`src/rtl/pu_inst_fetch_queue_pkg.sv`:
```
// Shared types for the PU instruction fetch queue.
//   Inst        : one 32-bit instruction word
//   INST_NOP    : canonical no-op (ori 0,0,0), shown on out_inst when the queue is empty
//   Inst_class  : predecoded instruction class stored alongside each queue entry
//   OP_* / XO_* : primary opcode and extended opcode values used by predecode
package pu_inst_fetch_queue_pkg;

  typedef logic [31:0] Inst;

  localparam Inst INST_NOP = 32'h6000_0000;

  typedef enum logic [2:0] {
    Cls_alu     = 3'd0,
    Cls_branch  = 3'd1,
    Cls_load    = 3'd2,
    Cls_store   = 3'd3,
    Cls_fxv     = 3'd4,
    Cls_sys     = 3'd5,
    Cls_illegal = 3'd6
  } Inst_class;

  // Primary opcodes (inst[31:26])
  localparam logic [5:0] OP_TWI     = 6'd3;
  localparam logic [5:0] OP_NVE_XO  = 6'd4;
  localparam logic [5:0] OP_NVECMPI = 6'd5;
  localparam logic [5:0] OP_BC      = 6'd16;
  localparam logic [5:0] OP_BRANCH  = 6'd18;
  localparam logic [5:0] OP_BCLR    = 6'd19;
  localparam logic [5:0] OP_X       = 6'd31;
  localparam logic [5:0] OP_LWZ     = 6'd32;
  localparam logic [5:0] OP_LWZU    = 6'd33;
  localparam logic [5:0] OP_LBZ     = 6'd34;
  localparam logic [5:0] OP_LBZU    = 6'd35;
  localparam logic [5:0] OP_STW     = 6'd36;
  localparam logic [5:0] OP_STWU    = 6'd37;
  localparam logic [5:0] OP_STB     = 6'd38;
  localparam logic [5:0] OP_STBU    = 6'd39;
  localparam logic [5:0] OP_LHZ     = 6'd40;
  localparam logic [5:0] OP_LHZU    = 6'd41;
  localparam logic [5:0] OP_LHA     = 6'd42;
  localparam logic [5:0] OP_LHAU    = 6'd43;
  localparam logic [5:0] OP_STH     = 6'd44;
  localparam logic [5:0] OP_STHU    = 6'd45;
  localparam logic [5:0] OP_LMW     = 6'd46;
  localparam logic [5:0] OP_STMW    = 6'd47;

  // Extended opcodes under OP_BCLR (inst[10:1])
  localparam logic [9:0] XO_RFMCI = 10'd38;
  localparam logic [9:0] XO_RFI   = 10'd50;
  localparam logic [9:0] XO_RFCI  = 10'd51;

  // Extended opcodes under OP_X (inst[10:1])
  localparam logic [9:0] XO_TW    = 10'd4;
  localparam logic [9:0] XO_LWZX  = 10'd23;
  localparam logic [9:0] XO_LWZUX = 10'd55;
  localparam logic [9:0] XO_WAIT  = 10'd62;
  localparam logic [9:0] XO_MFMSR = 10'd83;
  localparam logic [9:0] XO_LBZX  = 10'd87;
  localparam logic [9:0] XO_LBZUX = 10'd119;
  localparam logic [9:0] XO_MTMSR = 10'd146;
  localparam logic [9:0] XO_STWX  = 10'd151;
  localparam logic [9:0] XO_STWUX = 10'd183;
  localparam logic [9:0] XO_STBX  = 10'd215;
  localparam logic [9:0] XO_STBUX = 10'd247;
  localparam logic [9:0] XO_LHZX  = 10'd279;
  localparam logic [9:0] XO_LHZUX = 10'd311;
  localparam logic [9:0] XO_MFSPR = 10'd339;
  localparam logic [9:0] XO_LHAX  = 10'd343;
  localparam logic [9:0] XO_LHAUX = 10'd375;
  localparam logic [9:0] XO_STHX  = 10'd407;
  localparam logic [9:0] XO_STHUX = 10'd439;
  localparam logic [9:0] XO_MTSPR = 10'd467;
  localparam logic [9:0] XO_SYNC  = 10'd598;

endpackage

```
`src/rtl/pu_inst_fetch_queue_predecode.sv`:
```
// Combinational predecoder: classifies one instruction word from its primary
// opcode and extended opcode fields.
//   inst : instruction word
//   cls  : Inst_class encoding
module pu_inst_predecode
  import pu_inst_fetch_queue_pkg::*;
(
  input  logic [31:0] inst,
  output logic [2:0]  cls
);

  logic [5:0] op;
  logic [9:0] xo;
  logic       unused_fields;
  Inst_class  cls_dec;

  assign op            = inst[31:26];
  assign xo            = inst[10:1];
  assign unused_fields = ^{inst[25:11], inst[0]};

  always_comb begin
    cls_dec = Cls_alu;
    case (op)
      OP_BC, OP_BRANCH: cls_dec = Cls_branch;
      // The whole XL-form opcode is treated as branch-class except the
      // interrupt returns, which change machine state.
      OP_BCLR: begin
        case (xo)
          XO_RFI, XO_RFCI, XO_RFMCI: cls_dec = Cls_sys;
          default:                   cls_dec = Cls_branch;
        endcase
      end
      OP_LWZ, OP_LWZU, OP_LBZ, OP_LBZU,
      OP_LHZ, OP_LHZU, OP_LHA, OP_LHAU, OP_LMW:     cls_dec = Cls_load;
      OP_STW, OP_STWU, OP_STB, OP_STBU,
      OP_STH, OP_STHU, OP_STMW:                     cls_dec = Cls_store;
      OP_NVE_XO, OP_NVECMPI:                        cls_dec = Cls_fxv;
      OP_TWI:                                       cls_dec = Cls_sys;
      OP_X: begin
        case (xo)
          XO_LWZX, XO_LWZUX, XO_LBZX, XO_LBZUX,
          XO_LHZX, XO_LHZUX, XO_LHAX, XO_LHAUX:     cls_dec = Cls_load;
          XO_STWX, XO_STWUX, XO_STBX, XO_STBUX,
          XO_STHX, XO_STHUX:                        cls_dec = Cls_store;
          XO_WAIT, XO_SYNC, XO_MTMSR, XO_MFMSR,
          XO_MTSPR, XO_MFSPR, XO_TW:                cls_dec = Cls_sys;
          default:                                  cls_dec = Cls_alu;
        endcase
      end
      6'd0, 6'd1, 6'd2, 6'd17, 6'd22, 6'd30:        cls_dec = Cls_illegal;
      default: cls_dec = (op >= 6'd48) ? Cls_illegal : Cls_alu;
    endcase
  end

  assign cls = cls_dec;

endmodule

```
`src/rtl/pu_inst_fetch_queue.sv`:
```
// Instruction fetch queue between I-mem fetch and decode.
// Fetch beats of FETCH_WIDTH words are compacted by slot mask into a DEPTH-entry
// circular buffer; each word is predecoded on the way in. Decode pops one entry
// per cycle with valid/ready. flush empties the queue.
//   clk, reset(async, active-low), flush
//   in_valid/in_ready, in_pc, in_inst, in_mask    : fetch side
//   out_valid/out_ready, out_inst, out_pc, out_class : decode side
//   level                                         : occupied entries
module pu_inst_fetch_queue
  import pu_inst_fetch_queue_pkg::*;
#(
  parameter int FETCH_WIDTH = 2,
  parameter int DEPTH       = 8,
  parameter int PC_WIDTH    = 32
) (
  input  logic                      clk,
  input  logic                      reset,
  input  logic                      flush,
  input  logic                      in_valid,
  output logic                      in_ready,
  input  logic [PC_WIDTH-1:0]       in_pc,
  input  logic [FETCH_WIDTH*32-1:0] in_inst,
  input  logic [FETCH_WIDTH-1:0]    in_mask,
  output logic                      out_valid,
  input  logic                      out_ready,
  output logic [31:0]               out_inst,
  output logic [PC_WIDTH-1:0]       out_pc,
  output logic [2:0]                out_class,
  output logic [$clog2(DEPTH):0]    level
);

  localparam int PTR_W = $clog2(DEPTH);
  localparam int LVL_W = PTR_W + 1;

  logic [PTR_W-1:0]    rd_ptr;
  logic [PTR_W-1:0]    wr_ptr;
  logic [LVL_W-1:0]    level_next;
  logic [LVL_W-1:0]    push_cnt;
  logic                push_en;
  logic                pop_en;

  logic [31:0]         slot_inst [FETCH_WIDTH];
  logic [PC_WIDTH-1:0] slot_pc   [FETCH_WIDTH];
  logic [2:0]          slot_cls  [FETCH_WIDTH];
  logic [PTR_W-1:0]    wr_idx    [FETCH_WIDTH];

  logic [31:0]         mem_inst  [DEPTH];
  logic [PC_WIDTH-1:0] mem_pc    [DEPTH];
  logic [2:0]          mem_cls   [DEPTH];

  // Push side: slot split, pc per slot, predecode
  for (genvar g = 0; g < FETCH_WIDTH; g++) begin : g_slot
    assign slot_inst[g] = in_inst[32*g +: 32];
    assign slot_pc[g]   = in_pc + PC_WIDTH'(4 * g);

    pu_inst_predecode u_predecode (
      .inst (slot_inst[g]),
      .cls  (slot_cls[g])
    );
  end

  // Compaction: each slot lands at wr_ptr plus the number of set mask bits
  // below it; the running total is the beat's word count.
  always_comb begin
    push_cnt = '0;
    for (int i = 0; i < FETCH_WIDTH; i++) begin
      wr_idx[i] = wr_ptr + push_cnt[PTR_W-1:0];
      push_cnt  = push_cnt + LVL_W'(in_mask[i]);
    end
  end

  // Ready depends only on registered level so no combinational path crosses the queue.
  assign in_ready  = (level <= LVL_W'(DEPTH - FETCH_WIDTH));
  assign out_valid = (level != '0);
  assign push_en   = in_valid & in_ready & ~flush;
  assign pop_en    = out_valid & out_ready & ~flush;

  always_comb begin
    level_next = level;
    if (push_en) level_next = level_next + push_cnt;
    if (pop_en)  level_next = level_next - LVL_W'(1);
  end

  // Control state
  always_ff @(posedge clk or negedge reset) begin
    if (!reset) begin
      rd_ptr <= '0;
      wr_ptr <= '0;
      level  <= '0;
    end else if (flush) begin
      rd_ptr <= '0;
      wr_ptr <= '0;
      level  <= '0;
    end else begin
      if (push_en) wr_ptr <= wr_ptr + push_cnt[PTR_W-1:0];
      if (pop_en)  rd_ptr <= rd_ptr + PTR_W'(1);
      level <= level_next;
    end
  end

  // Storage: contents are only meaningful below level, so no reset needed.
  always_ff @(posedge clk) begin
    for (int i = 0; i < FETCH_WIDTH; i++) begin
      if (push_en && in_mask[i]) begin
        mem_inst[wr_idx[i]] <= slot_inst[i];
        mem_pc[wr_idx[i]]   <= slot_pc[i];
        mem_cls[wr_idx[i]]  <= slot_cls[i];
      end
    end
  end

  // Head outputs: forced to idle values while empty, which also makes them
  // follow reset immediately.
  assign out_inst  = out_valid ? mem_inst[rd_ptr] : INST_NOP;
  assign out_pc    = out_valid ? mem_pc[rd_ptr]   : '0;
  assign out_class = out_valid ? mem_cls[rd_ptr]  : 3'(Cls_alu);

endmodule

```
`config.mk`:
```
export PLATFORM = sky130hd
export DESIGN_NAME = pu_inst_fetch_queue
export DESIGN_NICKNAME = d
export VERILOG_FILES = /design/src/rtl/pu_inst_fetch_queue_pkg.sv /design/src/rtl/pu_inst_fetch_queue_predecode.sv /design/src/rtl/pu_inst_fetch_queue.sv
export SDC_FILE = /design/constraint.sdc
export NUM_CORES = 1
export LEC_CHECK = 0
export ABC_CLOCK_PERIOD_IN_PS = 7800
export BUFFER_PORTS_ARGS = -buffer_cell sky130_fd_sc_hd__buf_2
export CORE_AREA = 4 4 226 228
export DETAILED_ROUTE_END_ITERATION = 10
export DIE_AREA = 0 0 230 232
export GPL_ROUTABILITY_DRIVEN = 0
export PLACE_DENSITY = 0.86
export REMOVE_ABC_BUFFERS = 1
export SLEW_MARGIN = 40
export SYNTH_ARGS = -nofsm -noshare
export SYNTH_HDL_FRONTEND = slang
export SYNTH_SLANG_ARGS = --single-unit
```
`constraint.sdc`:
```
create_clock -name clk -period 7.8 [get_ports clk]
set_input_delay 0.39 -clock clk [delete_from_list [all_inputs] [get_ports clk]]
set_output_delay 0.39 -clock clk [all_outputs]
set_load 0.02 [all_outputs]
```
Yosys cells after proc, flatten, opt, wreduce, memory -nomap -nowiden
Memories as Yosys holds them, arrays and structs flattened.
Cells that the tools add are included.
W data, S select, Z words.
{"block": "totals", "n_memories": 3, "elab_cells": 172, "mem_bits_rw": 536, "in_bits": 103, "out_inout_bits": 73, "ff_bits": 10}
{"name": "mem_inst", "words": 8, "word_bits": 32, "rd": 1, "rd_clocked_by_memory_dff": 0, "wr": 2, "line_no": "pu_inst_fetch_queue.sv:47", "text": "logic [31:0] mem_inst [DEPTH];"}
{"name": "mem_pc", "words": 8, "word_bits": 32, "rd": 1, "rd_clocked_by_memory_dff": 0, "wr": 2, "line_no": "pu_inst_fetch_queue.sv:48", "text": "logic [PC_WIDTH-1:0] mem_pc [DEPTH];"}
{"name": "mem_cls", "words": 8, "word_bits": 3, "rd": 1, "rd_clocked_by_memory_dff": 0, "wr": 2, "line_no": "pu_inst_fetch_queue.sv:49", "text": "logic [2:0] mem_cls [DEPTH];"}
{"block": "op_classes", "n_eq_ne": 104, "order_cmp": 3, "mux": 22, "bitwise": 5, "n_addsub": 7, "reduce_logical": 25}
{"cell": "$eq A6 B6 Y1 const B", "n": 32}
{"cell": "$eq A10 B9 Y1 const B", "n": 16}
{"cell": "$eq A10 B6 Y1 const B", "n": 10}
{"cell": "$eq A10 B8 Y1 const B", "n": 10}
{"cell": "$eq A6 B5 Y1 const B", "n": 14}
{"cell": "$mux W32", "n": 2}
{"cell": "$eq A10 B7 Y1 const B", "n": 6}
{"cell": "$pmux W3 S8", "n": 2}
{"cell": "$add A32 B3 Y32 const B", "n": 1}
{"cell": "$reduce_or A7 Y1", "n": 4}
{"cell": "$mux W3", "n": 9}
{"cell": "$eq A6 B2 Y1 const B", "n": 4}
{"cell": "$eq A6 B3 Y1 const B", "n": 4}
{"cell": "$reduce_or A6 Y1", "n": 4}
{"cell": "$eq A10 B10 Y1 const B", "n": 2}
{"cell": "$eq A10 B3 Y1 const B", "n": 2}
{"cell": "$eq A10 B5 Y1 const B", "n": 2}
{"cell": "$pmux W3 S3", "n": 2}
{"cell": "$reduce_or A9 Y1", "n": 2}
{"cell": "$reduce_or A8 Y1", "n": 2}
{"cell": "$eq A6 B1 Y1 const B", "n": 2}
{"cell": "$ge A6 B6 Y1 const B", "n": 2}
{"cell": "$logic_not A6 Y1", "n": 2}
{"cell": "$mux W4", "n": 3}
{"cell": "other kinds (15)", "n": 27}

Depth between registers and ports, before layout
{"block": "logic_depth", "word_depth": 7, "mapped_depth": 10, "depth_no_buf": 10}

Modules after synthesis
From an unflattened synthesis, not the netlist that was laid out.
{"block": "hier_totals", "hier_cells": 2663, "hier_area_um2": 29519.6}
{"mod": "pu_inst_fetch_queue", "seq_area_each_um2": 16345.7, "cells_each": 2553, "instances": 1, "area_each_um2": 28853.9}
{"mod": "pu_inst_predecode", "seq_area_each_um2": 0.0, "cells_each": 55, "instances": 2, "area_each_um2": 332.8}

Least setup slack after synthesis
No wires, ideal clock.
{"block": "synth_timing", "kind": "register -> register", "start": "register level[3]", "end": "memory mem_cls[4][0] (enable)", "n_path_buf": 1, "path_slack_ps": 1031, "stages_incl_launch_ff": 6, "setup_time_ps": 592, "arrival_time_ps": 6177, "synth_period_minus_slack_ps": 6769, "required_ps": 7208, "path_cell_list": "dfrtp_1 -> nor3b_2 -> and2_1 -> buf_2 -> nand3_1 -> o31ai_1"}
{"item": "from (decl)", "line_no": "pu_inst_fetch_queue.sv:29", "text": "output logic [$clog2(DEPTH):0] level"}
{"item": "from (signal assigned)", "line_no": "pu_inst_fetch_queue.sv:97", "text": "level <= level_next;"}
{"item": "to (decl)", "line_no": "pu_inst_fetch_queue.sv:49"}

Worst setup path in the final report
{"block": "layout_timing", "start": "register rd_ptr[0]", "end": "output out_pc[0]"}
{"block": "layout_between", "elab_chain_len": 2}
{"item": "from (decl)", "line_no": "pu_inst_fetch_queue.sv:35", "text": "logic [PTR_W-1:0] rd_ptr;"}
{"item": "from (signal assigned)", "line_no": "pu_inst_fetch_queue.sv:96", "text": "if (pop_en) rd_ptr <= rd_ptr + PTR_W'(1);"}
{"item": "$mem_v2 Z8 W32"}
{"item": "$mux W32", "line_no": "pu_inst_fetch_queue.sv:115", "text": "assign out_pc = out_valid ? mem_pc[rd_ptr] : '0;"}
{"item": "to (decl)", "line_no": "pu_inst_fetch_queue.sv:27", "text": "output logic [PC_WIDTH-1:0] out_pc,"}
No other way between the ends.

==> summary.md <==
| Metric | Value |
|---|---|
| GRT Util Overall | `30.2%` |
| Critical-path cell list | `buf_12 > buf_12 > buf_16 > mux4_2 > mux2i_1 > nor2_1 > buf_2` |
| Vert. Die Dim | `232 um` |
| DIE AREA | `0.0534 mm^2` |
| # fillers | `3364` |
| Vias | `21000` |
| Critical Path RT | `7.41 ns` |
| CTS tree | `yes` |
| Initial antenna violation count | `21` |
| Period utilisation layout | `49.1%` |
| Clk Latency, worst-skew pair | `0.63 ns` |
| DRT Pass-1 Iters | `8` |
| Crit path max fanout | `51` |
| Synth Warn # | `0` |
| Pint | `5.83 mW` |
| Hold Path End | `mem_pc[1][1]$_DFFE_PP_` |
| Die Wd | `230 um` |
| Clk sinks | `546` |
| RR Startpoint | `wr_ptr[0]$_DFFE_PN0P_` |
| Critical path type | `register to output port` |
| Seq/Total Area, Yosys | `55.9%` |
| Max-slew headroom | `38.8%` |
| GRT overflow | `0` |
| Share of layout cells above drive strength 1 | `18.0%` |
| Hold Crit Class | `input port to register` |
| Core Rows | `81` |
| Final std cells w/o fill | `3322` |
| CTS resizes | `0` |
| Number of top-level pins | `176` |
| Hold depth | `1` |
| Final nets | `2717` |
| Cell Area, Synth | `0.0293 mm^2` |
| Final ANT Viol Nets | `0` |
| Mapped Avg Cell Area | `11.4 um^2` |
| Critical path arrival | `3.44 ns` |
| Global-route wire length before repair | `123 mm` |
| Cell taking the most area after synthesis | `edfxtp_1` |
| Area contributors post-synth | `edfxtp_1 55%, nand2_1 11%, mux4_2 10%` |
| Clock power share | `30.5%` |
| Worst path max stage delay | `0.63 ns` |
| P_leak | `11.4 nW` |
| Outcome | `finished, final reports clean` |
| R2R depth | `8` |
| Hpwl dp | `45.5 mm` |
| Initial core utilization | `59.9%` |
| Clock slew at reported path FFs | `0.06 ns` |
| Final hold vios | `0` |
| Dominant cell type by count on the critical path | `buf_12` |
| Gate Count Post-Synth | `2571` |
| Crit path max-delay cell type | `dfrtp_4` |
| Netlist cell types | `64` |
| Fmax | `261 MHz` |
| Register share of total power | `40.0%` |
| Avg WL per Cell | `24.5 um` |
| Number of CTS-inserted buffers | `55` |
| CTS max path bufs | `3` |
| Average vias per placed instance | `6.32` |
| Number of global-route vias before repair | `21300` |
| Yosys reg bits | `546` |
| Worst R2R End | `mem_pc[3][1]$_DFFE_PP_` |
| Final setup fails | `0` |
| Worst path top cell family by delay | `buffers and inverters` |
| H-Tree Depth | `2` |
| Crit end category | `output port` |
| P_sw | `2.76 mW` |
| Area share of the largest cell type after synthesis | `55.0%` |
| Initial DRC Count | `2996` |
| Hold Startpoint | `in_pc[1]` |
| Peak VDD IR | `468 uV` |
| Total routed wirelength | `81.5 mm` |
| Clock skew | `0.0207 ns` |
| Placed Cells | `3207` |
| Clock period minus worst slack | `3.83 ns` |
| Switching share of power | `32.1%` |
| Syn-to-layout area delta | `10.3%` |
| RSZ-0062 raised after global routing | `no` |
| Max Cap Viol | `0` |
| Slew @ Worst Pin | `0.918 ns` |
| Pwr dens | `266 mW/mm^2` |
| # port buffers | `175` |
| Post-synth EDFFs | `536` |
| Setup Total Neg Slack | `0 ns` |
| Crit path buf inv count | `4` |
| Largest net degree at the start of global routing | `91` |
| Residual DRC | `0` |
| Crit path launch type | `register` |
| Core Area | `0.0488 mm^2` |
| Root buffer cell | `clkbuf_16` |
| Slew Limit Fails | `0` |
| Ys async rst share | `1.83%` |
| Logic pwr share | `29.4%` |
| Setup slack, reg-to-reg | `4.01 ns` |
| Ys flop type | `edfxtp_1` |
-- sequential cells by signal, summed over array words and instances (netlist names) --
name and cells:
level 4, mem_cls 24, mem_inst 256, mem_pc 256, rd_ptr 3, wr_ptr 3
-- repair_timing --
item                      CTS  global route
hold endpoints to repair   10             0
hold buffers                1             0
buffers inserted            0             0
-- per-stage QoR --
step,cell area [um^2],utilization [%],total power [mW],hold WS (ns),worst slack [ns]
after floorplan,28200,-,5.38,0.0944,0.449
after global placement,30300,62.0,5.91,0.256,3.92
after detailed placement,30400,62.2,6.01,0.264,3.85
after CTS,32200,65.8,8.59,0.0481,3.83
after global routing,32200,66.0,8.91,0.0612,3.75
final,32300,66.0,8.59,0.0605,3.97
-- layout make-up --
cell class                 count  area (um^2)  share of cell area (%)
clock inverter                38          340                    1.06
multi-input combinational   1772        11900                    37.0
inverter                      11         41.3                   0.128
timing repair buffer         217         1330                    4.14
tap                          664          831                    2.58
antenna                       12         30.0                  0.0931
clock buffer                  62         1400                    4.35
sequential                   546        16400                    50.7
-- synthesized netlist by cell type, drive strengths merged (2+ instances only) --
cell and n:
nand2b 6, nor3b 4, buf 91, or4 3
o31ai 4, mux4 134, and4b 2, a31oi 3
nor4b 5, dfrtp 10, mux2i 69, and4 6
nor2 177, a32o 2, o2111ai 2, edfxtp 536
a31o 2, o211ai 4, inv 11, nand3b 2
nor4 18, nand4 11, or3b 2, nand3 31
a2bb2oi 8, nor3 21, nor2b 5, nand2 874
xor2 87, fa 2, and3b 4, xnor2 152
clkbuf 151, o22ai 2, nor4bb 3, or3 8
a21oi 23, nand4b 4, o21ai 52, ha 9
a22oi 4, and3 12, and2 6
-- power groups by stage --
stage                     logic [mW]  registers [mW]  clock network, mW
final                           2.53            3.44               2.63
after global routing            2.70            3.45               2.76
after CTS                       2.53            3.44               2.63
after detailed placement        2.51            3.50                  0
after global placement          2.35            3.56                  0
after floorplan                 1.72            3.67                  0
-- how the worst max path moves through the flow --
stage                                from                 endpoint  slack [ns]  cells past startpoint
CTS                 wr_ptr[0]$_DFFE_PN0P_  mem_pc[3][27]$_DFFE_PP_        3.83                      8
floorplan              level[1]$_DFF_PN0_    rd_ptr[0]$_DFFE_PN0P_        0.45                      5
global route        rd_ptr[0]$_DFFE_PN0P_                out_pc[0]        3.75                      7
detailed placement             in_mask[0]   mem_pc[3][9]$_DFFE_PP_        3.85                      9
finish              rd_ptr[0]$_DFFE_PN0P_                out_pc[0]        3.97                      7
global placement               in_mask[0]   mem_pc[3][9]$_DFFE_PP_        3.92                      9
-- layout by cell type (no fill, tap or decap), types with 5 or more instances in the layout --
master,synthesis,final
dfrtp_1,10,7
xor2_1,87,87
clkbuf_1,150,7
inv_1,11,11
a21oi_1,23,23
nor3_1,17,16
buf_6,3,7
nor2b_1,5,5
and2_1,6,6
and4_1,6,5
ha_1,9,9
buf_2,25,175
diode_2,0,12
and3_1,12,10
nor2_1,177,177
clkbuf_16,0,55
nand2_1,874,874
mux4_2,134,134
nor4b_1,5,5
nand2b_1,6,6
xnor2_1,152,152
o21ai_4,0,6
o21ai_0,52,46
nand4_1,10,10
bufinv_16,0,6
clkinv_2,0,11
nor4_1,11,10
mux2i_1,69,69
nor4_2,4,5
nand3_1,29,27
clkinv_1,0,18
a2bb2oi_2,8,8
buf_4,37,25
edfxtp_1,536,536
buf_12,0,7
-- routing by layer --
| metal | up-vias | GRT usage (%) | share of wire [%] |
|---|---|---|---|
| met1 | 10100 | 39.0 | 34 |
| met5 | - | 0 | 0.14 |
| li1 | 9000 | - | - |
| met2 | 1589 | 49.5 | 49 |
| met3 | 282 | 6.96 | 13 |
| met4 | 20 | 13.0 | 3.9 |
-- cell families (layout without fill, tap and decap cells) --
logic type | count (synthesis) | after routing | share of synthesized area [%]
AND/OR/NAND/NOR | 1206 | 1206 | 17.3
buffers and inverters | 253 | 328 | 3.91
multiplexers | 203 | 203 | 12.7
XOR/XNOR | 239 | 239 | 7.16
adder cells (fa/ha/maj) | 11 | 11 | 0.522
flip-flops | 546 | 546 | 55.9
AO/OA/AOI/OAI | 113 | 113 | 2.57
other | 0 | 12 | 0
(Power assumes the default switching activity.)
